### src/rtl/ycrcb_pixel_sched.sv
// ycrcb_pixel_sched
// Feeds a shared, externally registered YCrCb->RGB converter from packed
// two-pixel memory words and collects the converted pixels in a small,
// credit-protected output FIFO tagged with line/frame markers.
//
// Ports:
//   clock, reset        single clock, synchronous active-high reset
//   start / busy / done frame control: start pulse, busy level, done pulse
//   in_word/in_valid/in_ready
//                       36-bit word {pixel0, pixel1}; pixel = {y8, cr5, cb5}
//   conv_y/cb/cr        pixel presented to the converter (neutral when idle)
//   conv_r/g/b          converter result, CONV_LATENCY cycles later
//   out_rgb/out_eol/out_eof/out_valid/out_ready
//                       FIFO head with markers, popped on valid && ready
module ycrcb_pixel_sched #(
    parameter int H_ACTIVE     = 640,
    parameter int V_ACTIVE     = 480,
    parameter int CONV_LATENCY = 1,
    parameter int FIFO_DEPTH   = 4
) (
    input  logic        clock,
    input  logic        reset,
    input  logic        start,
    output logic        busy,
    output logic        done,
    input  logic [35:0] in_word,
    input  logic        in_valid,
    output logic        in_ready,
    output logic [7:0]  conv_y,
    output logic [7:0]  conv_cb,
    output logic [7:0]  conv_cr,
    input  logic [7:0]  conv_r,
    input  logic [7:0]  conv_g,
    input  logic [7:0]  conv_b,
    output logic [23:0] out_rgb,
    output logic        out_eol,
    output logic        out_eof,
    output logic        out_valid,
    input  logic        out_ready
);

    localparam int TOTAL = H_ACTIVE * V_ACTIVE;
    localparam int TW    = $clog2(TOTAL + 2);
    localparam int XW    = (H_ACTIVE > 1) ? $clog2(H_ACTIVE) : 1;
    localparam int YW    = (V_ACTIVE > 1) ? $clog2(V_ACTIVE) : 1;
    localparam int AW    = (FIFO_DEPTH > 1) ? $clog2(FIFO_DEPTH) : 1;
    localparam int CW    = $clog2(FIFO_DEPTH + 1);
    localparam int L     = CONV_LATENCY;

    typedef enum logic [1:0] {
        IDLE  = 2'd0,
        RUN   = 2'd1,
        DRAIN = 2'd2
    } state_t;

    state_t          state_r;
    logic            busy_r;
    logic            done_r;

    // mask_r[1] = pixel0 pending, mask_r[0] = pixel1 pending
    logic [35:0]     hold_r;
    logic [1:0]      mask_r;
    logic [TW-1:0]   acc_cnt_r;
    logic [TW-1:0]   iss_cnt_r;
    logic [XW-1:0]   x_r;
    logic [YW-1:0]   y_r;

    logic [L-1:0]    sr_v_r;
    logic [L-1:0]    sr_eol_r;
    logic [L-1:0]    sr_eof_r;

    logic [25:0]     mem_r [FIFO_DEPTH];
    logic [AW-1:0]   wr_ptr_r;
    logic [AW-1:0]   rd_ptr_r;
    logic [CW-1:0]   cnt_r;

    logic [CW-1:0]   inflight_s;
    logic [CW:0]     credit_s;
    logic            issue_s;
    logic            accept_s;
    logic            in_ready_s;
    logic [17:0]     pix_s;
    logic            eol_s;
    logic            eof_s;
    logic            last_issue_s;
    logic            push_s;
    logic            pop_s;
    logic [25:0]     head_s;

    // Number of pixels currently travelling through the converter.
    function automatic logic [CW-1:0] popcount(input logic [L-1:0] v);
        logic [CW-1:0] n;
        n = {CW{1'b0}};
        for (int i = 0; i < L; i++) begin
            if (v[i]) begin
                n = n + CW'(1'b1);
            end else begin
                n = n;
            end
        end
        return n;
    endfunction

    // Issue decision: credits count FIFO entries plus in-flight pixels and
    // ignore a same-cycle pop, so the FIFO can never be pushed while full.
    always_comb begin
        inflight_s   = popcount(sr_v_r);
        credit_s     = {1'b0, cnt_r} + {1'b0, inflight_s};
        issue_s      = (state_r == RUN) && (mask_r != 2'b00) &&
                       (credit_s < (CW+1)'(FIFO_DEPTH));
        pix_s        = mask_r[1] ? hold_r[35:18] : hold_r[17:0];
        eol_s        = (x_r == XW'(H_ACTIVE - 1));
        eof_s        = eol_s && (y_r == YW'(V_ACTIVE - 1));
        last_issue_s = issue_s && (iss_cnt_r == TW'(TOTAL - 1));
    end

    // Input handshake: a new word is taken only once the hold register is
    // free (or its last pixel leaves this cycle) and the frame still needs it.
    always_comb begin
        in_ready_s = 1'b0;
        if ((state_r == RUN) && (acc_cnt_r < TW'(TOTAL))) begin
            in_ready_s = (mask_r == 2'b00) || ((mask_r == 2'b01) && issue_s);
        end else begin
            in_ready_s = 1'b0;
        end
        accept_s = in_valid && in_ready_s;
    end

    // Converter drive: chroma widened by zero-fill, neutral black when idle.
    always_comb begin
        conv_y  = 8'd16;
        conv_cb = 8'd128;
        conv_cr = 8'd128;
        if (issue_s) begin
            conv_y  = pix_s[17:10];
            conv_cr = {pix_s[9:5], 3'b000};
            conv_cb = {pix_s[4:0], 3'b000};
        end else begin
            conv_y  = 8'd16;
            conv_cb = 8'd128;
            conv_cr = 8'd128;
        end
    end

    // FIFO head presentation; markers and data are masked when empty.
    always_comb begin
        push_s    = sr_v_r[L-1];
        pop_s     = (cnt_r != {CW{1'b0}}) && out_ready;
        head_s    = mem_r[rd_ptr_r];
        out_valid = (cnt_r != {CW{1'b0}});
        if (out_valid) begin
            out_eol = head_s[25];
            out_eof = head_s[24];
            out_rgb = head_s[23:0];
        end else begin
            out_eol = 1'b0;
            out_eof = 1'b0;
            out_rgb = 24'd0;
        end
    end

    assign in_ready = in_ready_s;
    assign busy     = busy_r;
    assign done     = done_r;

    // Frame control FSM: IDLE -> RUN on start, DRAIN after the last issue,
    // back to IDLE with a done pulse once converter and FIFO are empty.
    always_ff @(posedge clock) begin
        if (reset) begin
            state_r <= IDLE;
            busy_r  <= 1'b0;
            done_r  <= 1'b0;
        end else begin
            done_r <= 1'b0;
            case (state_r)
                IDLE: begin
                    if (start) begin
                        state_r <= RUN;
                        busy_r  <= 1'b1;
                    end
                end
                RUN: begin
                    if (last_issue_s) begin
                        state_r <= DRAIN;
                    end
                end
                DRAIN: begin
                    if ((inflight_s == {CW{1'b0}}) && (cnt_r == {CW{1'b0}})) begin
                        state_r <= IDLE;
                        busy_r  <= 1'b0;
                        done_r  <= 1'b1;
                    end
                end
                default: begin
                    state_r <= IDLE;
                    busy_r  <= 1'b0;
                end
            endcase
        end
    end

    // Hold register, pending mask and frame position counters.
    always_ff @(posedge clock) begin
        if (reset) begin
            hold_r    <= 36'd0;
            mask_r    <= 2'b00;
            acc_cnt_r <= {TW{1'b0}};
            iss_cnt_r <= {TW{1'b0}};
            x_r       <= {XW{1'b0}};
            y_r       <= {YW{1'b0}};
        end else if ((state_r == IDLE) && start) begin
            mask_r    <= 2'b00;
            acc_cnt_r <= {TW{1'b0}};
            iss_cnt_r <= {TW{1'b0}};
            x_r       <= {XW{1'b0}};
            y_r       <= {YW{1'b0}};
        end else begin
            if (accept_s) begin
                hold_r    <= in_word;
                mask_r    <= 2'b11;
                acc_cnt_r <= acc_cnt_r + TW'(2);
            end else if (issue_s) begin
                mask_r <= mask_r[1] ? {1'b0, mask_r[0]} : 2'b00;
            end
            if (issue_s) begin
                iss_cnt_r <= iss_cnt_r + TW'(1);
                if (eol_s) begin
                    x_r <= {XW{1'b0}};
                    y_r <= eof_s ? {YW{1'b0}} : (y_r + YW'(1));
                end else begin
                    x_r <= x_r + XW'(1);
                end
            end
            // An odd pixel total leaves an unused half word behind.
            if (last_issue_s) begin
                mask_r <= 2'b00;
            end
        end
    end

    // In-flight tracker matching the converter latency.
    always_ff @(posedge clock) begin
        if (reset) begin
            sr_v_r   <= {L{1'b0}};
            sr_eol_r <= {L{1'b0}};
            sr_eof_r <= {L{1'b0}};
        end else begin
            sr_v_r[0]   <= issue_s;
            sr_eol_r[0] <= issue_s && eol_s;
            sr_eof_r[0] <= issue_s && eof_s;
            for (int i = 1; i < L; i++) begin
                sr_v_r[i]   <= sr_v_r[i-1];
                sr_eol_r[i] <= sr_eol_r[i-1];
                sr_eof_r[i] <= sr_eof_r[i-1];
            end
        end
    end

    // Output FIFO storage, pointers and occupancy.
    always_ff @(posedge clock) begin
        if (reset) begin
            for (int i = 0; i < FIFO_DEPTH; i++) begin
                mem_r[i] <= 26'd0;
            end
            wr_ptr_r <= {AW{1'b0}};
            rd_ptr_r <= {AW{1'b0}};
            cnt_r    <= {CW{1'b0}};
        end else begin
            if (push_s) begin
                mem_r[wr_ptr_r] <= {sr_eol_r[L-1], sr_eof_r[L-1], conv_r, conv_g, conv_b};
                wr_ptr_r        <= wr_ptr_r + AW'(1);
            end
            if (pop_s) begin
                rd_ptr_r <= rd_ptr_r + AW'(1);
            end
            case ({push_s, pop_s})
                2'b10:   cnt_r <= cnt_r + CW'(1);
                2'b01:   cnt_r <= cnt_r - CW'(1);
                default: cnt_r <= cnt_r;
            endcase
        end
    end

endmodule

### config.mk
export PLATFORM = sky130hd
export DESIGN_NAME = ycrcb_pixel_sched
export DESIGN_NICKNAME = d
export VERILOG_FILES = /design/src/rtl/ycrcb_pixel_sched.sv
export SDC_FILE = /design/constraint.sdc
export NUM_CORES = 1
export LEC_CHECK = 0
export BUFFER_PORTS_ARGS = -buffer_cell sky130_fd_sc_hd__buf_2
export CORE_UTILIZATION = 62
export CTS_CLUSTER_SIZE = 25
export DETAILED_ROUTE_END_ITERATION = 8
export GPL_ROUTABILITY_DRIVEN = 0
export HOLD_SLACK_MARGIN = 0.06
export PLACE_DENSITY = 0.93
export SETUP_SLACK_MARGIN = 0.02
export SLEW_MARGIN = 5
export SYNTH_ARGS = -nofsm -noshare
export SYNTH_HDL_FRONTEND = slang
export SYNTH_SLANG_ARGS = --single-unit
### constraint.sdc
create_clock -name clock -period 5.2 [get_ports clock]
set_input_delay 1.04 -clock clock [delete_from_list [all_inputs] [get_ports clock]]
set_output_delay 1.04 -clock clock [all_outputs]
set_load 0.03 [all_outputs]
==> qor.txt <==
Status = finished clean
Cell Area, Synth = 9510 sq um
GRT Residual Overflow = 0
Tcrit/Tclk final = 66.8%
Worst path bufs/invs = 1
WL final = 19.6 mm
Dpl ws = 2.21 ns
First drt pass iteration count = 4
DR WL/cell = 16.7 microns
Initial antenna violation count = 0
Synth Register Bits = 214
Clock sinks = 214
Filler cells = 951
CTS tree = yes
Synth area leader = edfxtp_1
Worst-skew pair later-pin latency = 0.50 ns
Commonest non-fill, non-tap cell in the layout = and2_1
Setup_tns = 0 ns
Worst hold path class = reg2reg
Vias in the first global route = 6687
Layout Cell Area excl Fill = 10900 sq um
RSZ-0062 raised after global routing = no
# nets final = 1046
Main area contributors after synthesis = edfxtp_1 (33%), dfxtp_1 (23%), and2_1 (8.7%), mux4_2 (6.2%), nand2_1 (4.4%)
Global Route Usage Sum = 25.3%
Largest net degree at the start of global routing = 58
Antenna diodes = 0
Ys async rst share = 0%
CP peak stage delay = 0.95 ns
Core area = 14800 sq um
Post-DP HPWL = 11.9 mm
Yosys top cell area share = 32.8%
Pleak = 0.00405 uW
Kind of start point of the critical path = register
# setup viols final = 0
IO Port Bufs = 112
Cell Pwr Density = 333 nW/um^2
Placed cell areas = 10200 sq um
Worst rel slew slack = 32.2%
CTS-repair resized insts = 0
Max-cap violations = 0
Clk buf depth = 3
Drt via density = 5.73
Clk pin slew, worst setup/hold paths = 0.06 ns
EDFF count, synth = 104
Area Overhead vs Synth = 14.2%
Crit path DAT = 2.43 ns
Final Hold Fails = 0
Final WS setup = 1.73 ns
Initial DRC Count = 449
Synth warn = 0
Most frequent cells in the layout = and2_1 (133), nand2_1 (112), buf_2 (112), dfxtp_1 (109), edfxtp_1 (104)
Initial Util = 64.5%
Post-route DRC = 0
Worst path slowest cell = dfxtp_2
Crit path cell chain = mux4_2, and2_1, buf_2
Fin. max-slew vios = 0
Die W = 126 microns
Area of the multi-input gates = 3970 sq um
Die ar. = 15800 sq um
Ys flop type = dfxtp_1
Clk_skew = 0.0143 ns
Max Clk Rate = 0.288 GHz
Synth Instances = 881
Critical path data required time = 4.16 ns
Layout cells sized above 1 = 19.6%
Chip height = 126 microns
First-pass GRT wire length = 32.4 mm
Reg area = 5330 sq um
Peak supply drop = 277 uV
Post-layout min period = 3.47 ns
Distinct cell type count after synthesis = 46
Avg Cell Area, Syn = 10.8 sq um
Top Ports = 119
Seq/Total Area, Yosys = 56.0%
Site row count = 44
CTS Hold Bufs = 0
CP max FO = 26
CP delay by family, top = flip-flops
TritonCTS Buffers = 21
Kind of critical path = reg2out
Worst slew pin tran = 1.02 ns
Via count = 6729
Setup Buffers After CTS = 0
Worst setup EP type = primary output
DRT antenna net count = 0
Root buf cell = clkbuf_16
H-tree depth = 1
[layer usage]
metal,track usage [%],part of all wire [%],vias to the layer above
li1,-,-,3231
met4,6.09,1.7,0
met2,46.7,52,231
met3,3.95,5.0,34
met1,31.2,41,3233
met5,0,0,-
[power breakdown]
part / switching [uW] / total (uW) / internal [uW]
clock network: 604 / 1490 / 889
logic: 170 / 270 / 99.8
registers: 33.8 / 1850 / 1820
[final cells by class]
class                   count  area share, %
inverters                   6          0.207
clock inverters             7          0.784
well taps                 184           2.12
repair buffers            122           5.85
flip-flops and latches    214           49.1
multi-input cells         610           36.5
clock buffers              31           5.46
[worst reg2reg max path: stages (launching register included)]
cell and delay [ns]:
dfxtp_1 0.30, buf_4 0.24, or4b_2 0.74, o31ai_1 0.11
and3_1 0.88, buf_4 0.32, nand2_1 0.09, a21oi_1 0.12
[flip-flops by register name, summed over array words and instances, names as in the netlist, 3 cells and up, named ones only]
register and cells:
acc_cnt_r 18, mem_r 104, cnt_r 3, y_r 9
hold_r 36, x_r 10, iss_cnt_r 19
[cell families after synthesis]
logic type      after synthesis  synth area share [%]
compound gates               75                  4.42
xor+xnor                     45                  4.14
fa+ha+maj                     6                 0.868
buf+inv                      62                  2.71
flops                       214                  56.0
mux                          46                  8.26
other cells                   1                0.0394
simple gates                432                  23.6
[Yosys cell counts, types with 2 or more instances]
library cell / count
and2_1: 133
nand2_1: 112
dfxtp_1: 110
edfxtp_1: 104
nor2_1: 79
a21oi_1: 53
clkbuf_1: 45
mux4_2: 26
xnor2_1: 25
mux2i_1: 20
nor3_1: 20
xor2_1: 20
nand4_1: 15
nand3_1: 14
and3_1: 9
and4_1: 9
or3_1: 9
nor4_1: 7
o21ai_0: 7
buf_4: 6
inv_1: 6
or2_2: 6
ha_1: 5
a31o_2: 4
nor3b_1: 4
buf_1: 3
nor2b_1: 3
o31ai_1: 3
a211oi_1: 2
a31oi_1: 2
buf_2: 2
nand3b_1: 2
nor4bb_1: 2
or4b_2: 2
[path summary, 6_finish.rpt]
| kind | start | end | slack (ns) | cells past startpoint |
|---|---|---|---|---|
| max | register | out_rgb[23] | 1.73 | 3 |
| min | hold_r[13] | hold_r[13] | 0.45 | 2 |
| max reg2reg | mask_r[1] | hold_r[26] | 2.34 | 7 |
| min reg2reg | hold_r[13] | hold_r[13] | 0.45 | 2 |
[stage by stage]
step / std cells / power [uW] / util [%] / hold slack [ns]
after floorplan: 886 / 2070 / - / 0.436
after global placement: 1136 / 2150 / 69.0 / 0.441
after detailed placement: 1136 / 2160 / 69.0 / 0.446
after CTS: 1174 / 3630 / 73.6 / 0.454
after global routing: 1174 / 3730 / 73.6 / 0.476
final: 1174 / 3620 / 73.6 / 0.455
No activity file was read; power rests on OpenSTA's default activity.
